## src/rtl/sprite_line_fetcher_if.sv

```systemverilog
// sprite_line_fetcher_if
// Bundles every non-clock signal of the sprite line fetcher.
//   line_start / line_has_sprites : scanline kick-off from the display timing
//   spr_*                         : sprite entry stream from sprite evaluation
//   vram_read_addr / _data        : sprite VRAM read port (data one clock later)
//   lb_wr_*                       : scanline buffer write port
//   busy / line_done              : scanline status
//   state_dbg                     : fetcher FSM state, for observation only
// Modports: master = environment side, slave = the fetcher.
//
// Sprite entry handshake: an entry transfers on a rising clk edge where
// spr_valid and spr_ready are both 1. The producer holds spr_x,
// spr_line_addr and spr_last stable while spr_valid is 1 and not yet
// accepted; spr_ready never depends combinationally on spr_valid.
interface sprite_line_fetcher_if #(
    parameter int X_W    = 10,
    parameter int ADDR_W = 12
);
    logic              line_start;
    logic              line_has_sprites;
    logic              spr_valid;
    logic              spr_ready;
    logic [X_W-1:0]    spr_x;
    logic [ADDR_W-1:0] spr_line_addr;
    logic              spr_last;
    logic [ADDR_W-1:0] vram_read_addr;
    logic [255:0]      vram_read_data;
    logic              lb_wr_en;
    logic [X_W-1:0]    lb_wr_addr;
    logic [7:0]        lb_wr_data;
    logic              busy;
    logic              line_done;
    logic [2:0]        state_dbg;

    modport master (
        output line_start, line_has_sprites, spr_valid, spr_x, spr_line_addr,
               spr_last, vram_read_data,
        input  spr_ready, vram_read_addr, lb_wr_en, lb_wr_addr, lb_wr_data,
               busy, line_done, state_dbg
    );

    modport slave (
        input  line_start, line_has_sprites, spr_valid, spr_x, spr_line_addr,
               spr_last, vram_read_data,
        output spr_ready, vram_read_addr, lb_wr_en, lb_wr_addr, lb_wr_data,
               busy, line_done, state_dbg
    );
endinterface

```

## src/rtl/sprite_line_fetcher.sv

```systemverilog
// sprite_line_fetcher
// Per scanline, accepts a priority-ordered list of sprite rows (lowest
// priority first), reads each 256-bit row from sprite VRAM and writes its
// opaque, on-screen pixels into the scanline buffer, one pixel per clock.
// Later sprites simply overwrite earlier ones; nothing is read back.
// Ports:
//   clk  : system clock
//   rst  : synchronous active-high reset
//   bus  : sprite_line_fetcher_if.slave (see interface header for signals)
// Every output is a register.
module sprite_line_fetcher #(
    parameter int LINE_WIDTH = 640,
    parameter int X_W        = 10,
    parameter int ADDR_W     = 12
) (
    input  logic                  clk,
    input  logic                  rst,
    sprite_line_fetcher_if.slave  bus
);
    typedef enum logic [2:0] {
        S_IDLE,
        S_WAIT,
        S_READ,
        S_CAPTURE,
        S_DRAW,
        S_DONE
    } state_t;

    localparam logic [X_W:0] LINE_LIMIT = (X_W+1)'(LINE_WIDTH);

    state_t            state;
    logic [X_W-1:0]    x_q;
    logic              last_q;
    logic [4:0]        k_q;
    logic [255:0]      pix_q;

    logic [ADDR_W-1:0] vram_addr_q;
    logic              spr_ready_q;
    logic              wr_en_q;
    logic [X_W-1:0]    wr_addr_q;
    logic [7:0]        wr_data_q;
    logic              busy_q;
    logic              done_q;

    // Screen positions carry one extra bit so a sprite hanging past 2^X_W
    // never wraps onto the left edge of the line.
    logic [4:0]        k_next;
    logic [X_W:0]      pos_first;
    logic [X_W:0]      pos_next;
    logic [7:0]        byte_first;
    logic [7:0]        byte_next;

    always_comb begin
        k_next     = k_q + 5'd1;
        pos_first  = {1'b0, x_q};
        pos_next   = {1'b0, x_q} + {{(X_W-4){1'b0}}, k_next};
        byte_first = bus.vram_read_data[255:248];
        // pix_q is shifted left one byte per pixel, so the following pixel
        // always sits in the second-highest byte.
        byte_next  = pix_q[247:240];
    end

    always_ff @(posedge clk) begin
        if (rst) begin
            state       <= S_IDLE;
            x_q         <= '0;
            last_q      <= 1'b0;
            k_q         <= '0;
            pix_q       <= '0;
            vram_addr_q <= '0;
            spr_ready_q <= 1'b0;
            wr_en_q     <= 1'b0;
            wr_addr_q   <= '0;
            wr_data_q   <= '0;
            busy_q      <= 1'b0;
            done_q      <= 1'b0;
        end else begin
            case (state)
                S_IDLE: begin
                    if (bus.line_start) begin
                        busy_q <= 1'b1;
                        if (bus.line_has_sprites) begin
                            state       <= S_WAIT;
                            spr_ready_q <= 1'b1;
                        end else begin
                            state  <= S_DONE;
                            done_q <= 1'b1;
                        end
                    end
                end
                S_WAIT: begin
                    if (bus.spr_valid && spr_ready_q) begin
                        x_q         <= bus.spr_x;
                        last_q      <= bus.spr_last;
                        vram_addr_q <= bus.spr_line_addr;
                        spr_ready_q <= 1'b0;
                        state       <= S_READ;
                    end
                end
                S_READ: begin
                    // VRAM is returning the row during this cycle.
                    state <= S_CAPTURE;
                end
                S_CAPTURE: begin
                    // Pixel 0 comes straight from the read data so DRAW
                    // starts writing on its first cycle.
                    pix_q     <= bus.vram_read_data;
                    k_q       <= '0;
                    wr_addr_q <= x_q;
                    wr_data_q <= byte_first;
                    wr_en_q   <= (byte_first != 8'd0) && (pos_first < LINE_LIMIT);
                    state     <= S_DRAW;
                end
                S_DRAW: begin
                    if (k_q == 5'd31) begin
                        wr_en_q <= 1'b0;
                        if (last_q) begin
                            state  <= S_DONE;
                            done_q <= 1'b1;
                        end else begin
                            state       <= S_WAIT;
                            spr_ready_q <= 1'b1;
                        end
                    end else begin
                        k_q       <= k_next;
                        pix_q     <= pix_q << 8;
                        wr_addr_q <= pos_next[X_W-1:0];
                        wr_data_q <= byte_next;
                        wr_en_q   <= (byte_next != 8'd0) && (pos_next < LINE_LIMIT);
                    end
                end
                S_DONE: begin
                    done_q <= 1'b0;
                    busy_q <= 1'b0;
                    state  <= S_IDLE;
                end
                default: begin
                    state <= S_IDLE;
                end
            endcase
        end
    end

    assign bus.spr_ready      = spr_ready_q;
    assign bus.vram_read_addr = vram_addr_q;
    assign bus.lb_wr_en       = wr_en_q;
    assign bus.lb_wr_addr     = wr_addr_q;
    assign bus.lb_wr_data     = wr_data_q;
    assign bus.busy           = busy_q;
    assign bus.line_done      = done_q;
    assign bus.state_dbg      = state;
endmodule
```

## src/flat_wrapper.sv

```systemverilog
// flat-port wrapper written by rule: the top's interface ports become plain ports
module sprite_line_fetcher_flat 
#(
    parameter int LINE_WIDTH = 640,
    parameter int X_W        = 10,
    parameter int ADDR_W     = 12
)
  (clk, rst, bus_line_start, bus_line_has_sprites, bus_spr_valid, bus_spr_x, bus_spr_line_addr, bus_spr_last, bus_vram_read_data, bus_spr_ready, bus_vram_read_addr, bus_lb_wr_en, bus_lb_wr_addr, bus_lb_wr_data, bus_busy, bus_line_done, bus_state_dbg);
  sprite_line_fetcher_if #(.X_W(X_W), .ADDR_W(ADDR_W)) bus_i ();
  input  logic clk;
  input  logic rst;
  input wire logic [$bits(bus_i.line_start)-1:0] bus_line_start;
  input wire logic [$bits(bus_i.line_has_sprites)-1:0] bus_line_has_sprites;
  input wire logic [$bits(bus_i.spr_valid)-1:0] bus_spr_valid;
  input wire logic [$bits(bus_i.spr_x)-1:0] bus_spr_x;
  input wire logic [$bits(bus_i.spr_line_addr)-1:0] bus_spr_line_addr;
  input wire logic [$bits(bus_i.spr_last)-1:0] bus_spr_last;
  input wire logic [$bits(bus_i.vram_read_data)-1:0] bus_vram_read_data;
  output wire logic [$bits(bus_i.spr_ready)-1:0] bus_spr_ready;
  output wire logic [$bits(bus_i.vram_read_addr)-1:0] bus_vram_read_addr;
  output wire logic [$bits(bus_i.lb_wr_en)-1:0] bus_lb_wr_en;
  output wire logic [$bits(bus_i.lb_wr_addr)-1:0] bus_lb_wr_addr;
  output wire logic [$bits(bus_i.lb_wr_data)-1:0] bus_lb_wr_data;
  output wire logic [$bits(bus_i.busy)-1:0] bus_busy;
  output wire logic [$bits(bus_i.line_done)-1:0] bus_line_done;
  output wire logic [$bits(bus_i.state_dbg)-1:0] bus_state_dbg;
  assign bus_i.line_start = bus_line_start;
  assign bus_i.line_has_sprites = bus_line_has_sprites;
  assign bus_i.spr_valid = bus_spr_valid;
  assign bus_i.spr_x = bus_spr_x;
  assign bus_i.spr_line_addr = bus_spr_line_addr;
  assign bus_i.spr_last = bus_spr_last;
  assign bus_i.vram_read_data = bus_vram_read_data;
  assign bus_spr_ready = bus_i.spr_ready;
  assign bus_vram_read_addr = bus_i.vram_read_addr;
  assign bus_lb_wr_en = bus_i.lb_wr_en;
  assign bus_lb_wr_addr = bus_i.lb_wr_addr;
  assign bus_lb_wr_data = bus_i.lb_wr_data;
  assign bus_busy = bus_i.busy;
  assign bus_line_done = bus_i.line_done;
  assign bus_state_dbg = bus_i.state_dbg;
  sprite_line_fetcher #(.LINE_WIDTH(LINE_WIDTH), .X_W(X_W), .ADDR_W(ADDR_W)) u_core (.clk(clk), .rst(rst), .bus(bus_i));
endmodule
```

## config.mk

```make
export PLATFORM = sky130hd
export DESIGN_NAME = sprite_line_fetcher_flat
export DESIGN_NICKNAME = d
export VERILOG_FILES = /design/src/rtl/sprite_line_fetcher_if.sv /design/src/rtl/sprite_line_fetcher.sv /design/src/flat_wrapper.sv
export SDC_FILE = /design/constraint.sdc
export NUM_CORES = 1
export LEC_CHECK = 0
export ABC_CLOCK_PERIOD_IN_PS = 7000
export BUFFER_PORTS_ARGS = -buffer_cell sky130_fd_sc_hd__buf_2
export CAP_MARGIN = 5
export CORE_MARGIN = 2
export CORE_UTILIZATION = 56
export DETAILED_ROUTE_END_ITERATION = 6
export PLACE_DENSITY = 0.83
export SLEW_MARGIN = 0
export SYNTH_ARGS = -nofsm -noshare
export SYNTH_HDL_FRONTEND = slang
export SYNTH_SLANG_ARGS = --single-unit
```

## constraint.sdc

```tcl
create_clock -name clk -period 7 [get_ports clk]
set_clock_uncertainty 0.1 [all_clocks]
set_input_delay 1.4 -clock clk [delete_from_list [all_inputs] [get_ports clk]]
set_output_delay 1.4 -clock clk [all_outputs]
set_load 0.01 [all_outputs]
```

Word-level counts from Yosys, hierarchy flattened

Index checks and enable logic that the tools add are counted.

Add/subtract/negate cells: 2
Magnitude comparators: 2
Eq/ne operators: 14
Muxes and demuxes: 29
Reduce and logical (&&, ||, !) cells: 16

Operators with widths:

| kind                                                  | count |
|---|---|
| case mux 248 bit (2 select lines)                     | 1 |
| 2-to-1 mux 248 bit                                    | 1 |
| case mux 10 bit (2 select lines)                      | 1 |
| case mux 8 bit (2 select lines)                       | 1 |
| nonzero test 8 bit                                    | 2 |
| 2-to-1 mux 3 bit                                      | 5 |
| case mux 3 bit (5 select lines)                       | 1 |
| adder 10 x 5 -> 11 bit                                | 1 |
| < comparator 11 x 10 -> 1 bit, second input constant  | 1 |
| 2-to-1 mux 1 bit                                      | 11 |
| < comparator 10 bit, second input constant            | 1 |
| 2-to-1 mux 10 bit                                     | 1 |
| inequality test 2 bit, second input constant          | 5 |
| case mux 5 bit (2 select lines)                       | 1 |
| 2-to-1 mux 8 bit                                      | 1 |
| == test 3 x 2 -> 1 bit, second input constant         | 2 |
| == test 3 bit, second input constant                  | 2 |
| inequality test 2 x 1 -> 1 bit, second input constant | 3 |
| case mux 1 bit (3 select lines)                       | 2 |
| AND reduction 2 bit                                   | 3 |
| AND reduction 6 bit                                   | 1 |
| nonzero test 3 bit                                    | 2 |
| adder 5 x 1 -> 5 bit, second input constant           | 1 |
| == test 5 bit, second input constant                  | 1 |
| 8 further kinds                                       | 12 |

Register bits after elaboration: 301
Input bits: 284
Output and inout port bits: 37

Depth between registers and ports, before layout

Depth after elaboration: 6
Mapped depth: 10

Worst setup path before layout

Ideal clock, no wire load.

Kind: reg2reg
Start point: reg u_core.k_q[0]
End point: reg u_core.wr_en_q (netlist: u_core.bus.lb_wr_en)
Setup time: 0.116 ns
Arrival time: 2.473 ns
Path slack: 4.311 ns
Cell stages (with the launch flop): 10
Clock period less this slack: 2.689 ns
Path through: dfxtp_1 > ha_1 > and3_1 > ha_1 > ha_1 > and3_1 > a221oi_1 > a211o_1 > o311ai_1 > a31o_2

Word-level cells in the longest chain between the ends: 6
Elaborated cells on any way between the ends: 7

Ends and longest elaborated chain:

| what                                | RTL line                   | source |
|---|---|---|
| start: declaration                  | sprite_line_fetcher.sv:34  | `logic [4:0] k_q;` |
| start signal: assignment            | sprite_line_fetcher.sv:125 | `k_q <= k_next;` |
| adder 5 x 1 -> 5 bit                | sprite_line_fetcher.sv:54  | `k_next = k_q + 5'd1;` |
| adder 10 x 5 -> 11 bit              | sprite_line_fetcher.sv:56  | `pos_next = {1'b0, x_q} + {{(X_W-4){1'b0}}, k_next};` |
| < comparator 11 x 10 -> 1 bit       | sprite_line_fetcher.sv:129 | `wr_en_q <= (byte_next != 8'd0) && (pos_next < LINE_LIMIT);` |
| logical AND 1 bit                   | sprite_line_fetcher.sv:129 |  |
| 2-to-1 mux 1 bit (*)                | sprite_line_fetcher.sv:115 | `if (k_q == 5'd31) begin` |
| case mux 1 bit (2 select lines) (*) | sprite_line_fetcher.sv:78  | `case (state)` |
| end signal: assignment              | sprite_line_fetcher.sv:111 | `wr_en_q <= (byte_first != 8'd0) && (pos_first < LINE_LIMIT);` |
| end signal: assignment              | sprite_line_fetcher.sv:129 |  |
| end: declaration                    | sprite_line_fetcher.sv:39  | `logic wr_en_q;` |

Every way passes the cells marked *; elsewhere a longest branch is shown, timed or not.
A chain may end at the register's enable or synchronous reset.

Worst setup path in the final report

Start point: reg u_core.state[2] (netlist: u_core.bus.state_dbg[2])
End point: reg u_core.pix_q[99]

Word-level cells in the longest chain between the ends: 3
Elaborated cells on any way between the ends: 6

Ends and longest elaborated chain:

| what                                                                         | RTL line                   | source |
|---|---|---|
| start: declaration                                                           | sprite_line_fetcher.sv:31  | `state_t state;` |
| start signal: assignment                                                     | sprite_line_fetcher.sv:65  | `state <= S_IDLE;` |
| start signal: assignment                                                     | sprite_line_fetcher.sv:83  | `state <= S_WAIT;` |
| start signal: assignment                                                     | sprite_line_fetcher.sv:86  | `state <= S_DONE;` |
| == test 3 bit / == test 3 x 2 -> 1 bit (equally long branches)               | sprite_line_fetcher.sv:78  |  |
| inequality test 2 bit (no line) / nonzero test 2 bit (equally long branches) | --                         |  |
| AND reduction 2 bit (no line)                                                | --                         |  |
| end signal: assignment                                                       | sprite_line_fetcher.sv:107 | `pix_q <= bus.vram_read_data;` |
| end signal: assignment                                                       | sprite_line_fetcher.sv:126 | `pix_q <= pix_q << 8;` |
| end: declaration                                                             | sprite_line_fetcher.sv:35  | `logic [255:0] pix_q;` |

Several ways; a longest one is shown, not always the timed one.

==> results.tsv <==
metric	value	unit
status	finished, final reports clean	
finalMaxSlewViolations	0	
avgSynthCellArea	7.93	sq um
overflow	0	
hold_viol	0	
crit_buf_inv	1	
fmaxAchievable	263	MHz
synth_fp_nets	1984	
clkSinkCount	301	
antenna_found_initial	11	
antenna_left	0	
cp-end-kind	register	
hold_path.class	register to register	
grt_use_met2	45.5	%
cap_violations	0	
worstMarginPinSlew	1.14	ns
synth_area_leader_cell	dfxtp_1	
drc_errors	0	
r2r_cells	5	
synth_edf_count	0	
peakVddDrop	0.000174	V
yosysUniqueCellTypes	42	
cts_resized	0	
path_class	register to register	
port_buffers	320	
ys_ff_latch	301	
p_leak	0.00610	uW
rsz0062_at_grt	false	
drt_wl_total	36600	microns
die_area	25200	sq um
top_usage_layer	met2	
htreeDepth	1	
final_nets	2188	
grt_usage	27.1	%
grt.met3_usage	5.02	%
tritoncts	done	
synthTopCellsByCount	nand2_1 (557), dfxtp_1 (301), nor2_1 (282)	
cts.path.max_buffers	3	
synthTopCellsByArea	dfxtp_1 (45%), nand2_1 (16%), a311oi_1 (12%)	
min_path_cells	2	
grt_pass1_vias	11700	
setup_viol	0	
clock_tree.root_cell	clkbuf_16	
yosysMostFrequentCell	nand2_1	
die_w	159	microns
worstPathCellList	or3b_4 > o21ai_4 > buf_12 > nor2_1 > a311oi_1	
cts_setup_buffers	0	
netlist_area	13400	sq um
die_h	159	microns
io_pins	321	
slew_headroom	24.3	%
grt_pass1_wl	57600	microns
grt_max_degree	229	
firstDrtPassIters	7	
core_area	23500	sq um
vias	12900	
yosys_warnings	0	
fillers	1980	
gp_congestion	0.911	
slowest_delay	0.90	ns
hold_ws	0.351	ns
hold_end	u_core.bus.vram_read_addr[2]	
timing.rr.start	u_core.bus.state_dbg[2]	
viasPerCell	5.73	
dp_hpwl	24100	microns
crit_family	compound AO/OA/AOI/OAI gates	
period_needed	3.81	ns
synth_top_area_share	44.9	%
worst_path_max_delay_cell	o21ai_4	
insertion_delay	0.55	ns
clk_pin_slew_worst_paths	0.06	ns
multiInputGateArea	6640	sq um
synth_top_flop_cell	dfxtp_1	
yosysSeqAreaShare	44.9	%
drtIter0Drc	1305	
period_share	54.4	%
crit_arrival	4.15	ns
netlist_instances	1692	
setup_tns	0	ns
async_flop_share	0	%
r2r_end	u_core.pix_q[99]	
p_per_area	257	nW/um^2
dpl-instance-area	14800	sq um
use_met1	35.5	%
routedWlPerCell	16.3	microns
initial_utilization	57.2	%
cts_made_buffers	30	
hp-start	u_core.bus.vram_read_addr[2]	
required	7.34	ns
postCtsHoldBufs	0	
reg2reg_slack	3.19	ns
post-layout-total-power	4080	uW
drive_gt1_share	23.0	%
worstPathMaxFanout	228	
stdcell_area	15900	sq um
regArea	6030	sq um
rows	56	
synthToLayoutAreaGrowth	18.2	%
critPathLaunchType	register	
## cells in the final DEF, fill, tap and decap left out, types with 9 or more instances in the layout
cell type,instances
a211oi_1,10
a21oi_1,41
a22oi_1,9
a311oi_1,191
a311oi_2,60
buf_2,319
clkbuf_16,31
dfxtp_1,301
diode_2,11
nand2_1,557
nand3_1,10
nor2_1,282
o21ai_0,9
## flip-flops by register name (all words and copies together), names as in the netlist, 3 cells and up
register                   cells
u_core.x_q                    10
u_core.k_q                     5
u_core.bus.lb_wr_addr         10
u_core.bus.state_dbg           3
u_core.pix_q                 248
u_core.bus.lb_wr_data          8
u_core.bus.vram_read_addr     12
## cell families after synthesis
group           Yosys count  share of synthesized area, %
simple gates            872                          24.9
compound gates          336                          23.1
flops                   301                          44.9
buf+inv                 166                          5.61
fa+ha+maj                 8                         0.802
xor+xnor                  7                         0.457
mux                       2                         0.149
## area by class of cell
class / count / share of cell area [%]
clock buffers: 47 / 5.78
repair buffers: 330 / 10.9
flip-flops and latches: 301 / 38.0
diodes: 11 / 0.174
multi-input cells: 1225 / 41.9
clock inverters: 7 / 0.560
well taps: 319 / 2.52
inverters: 8 / 0.189
## stage by stage
stage | setup slack [ns] | instances | util (%)
final | 3.19 | 2248 | 67.5
after global routing | 2.91 | 2244 | 67.5
after CTS | 3.24 | 2237 | 67.4
after detailed placement | 3.29 | 2183 | 63.2
after global placement | 3.40 | 2183 | 63.2
after floorplan | 4.31 | 1692 | -
## metal layers
layer  wire, microns  part of all wire [%]  up-vias
li1                -                     -     6310
met1           15500                    42     5993
met2           17600                    48      490
met3            2560                   7.0       71
met4             908                   2.5        6
met5              34                 0.093        -
## worst register-to-register path: cells and delay by family (launching register included)
family / cells / cell delay [ns]
flops: 1 / 0.63
buf+inv: 1 / 0.78
compound gates: 2 / 1.23
simple gates: 2 / 0.96
## power breakdown
part / total [uW] / leakage, uW / internal (uW) / switching [uW]
Sequential: 1910 / 0.00245 / 1830 / 73.2
Combinational: 545 / 0.00316 / 217 / 328
Clock: 1630 / 0.000497 / 966 / 662
## how the worst max path moves through the flow
| stage | depth (start not counted) | from | to |
|---|---|---|---|
| after global placement | 5 | u_core.bus.state_dbg[2] | u_core.pix_q[58] |
| after global routing | 5 | u_core.bus.state_dbg[2] | u_core.pix_q[99] |
| after detailed placement | 5 | u_core.bus.state_dbg[2] | u_core.pix_q[102] |
| final | 5 | u_core.bus.state_dbg[2] | u_core.pix_q[99] |
| after floorplan | 9 | u_core.k_q[0] | u_core.bus.lb_wr_en |
| after CTS | 5 | u_core.bus.state_dbg[2] | u_core.pix_q[99] |
(Power assumes the default switching activity.)
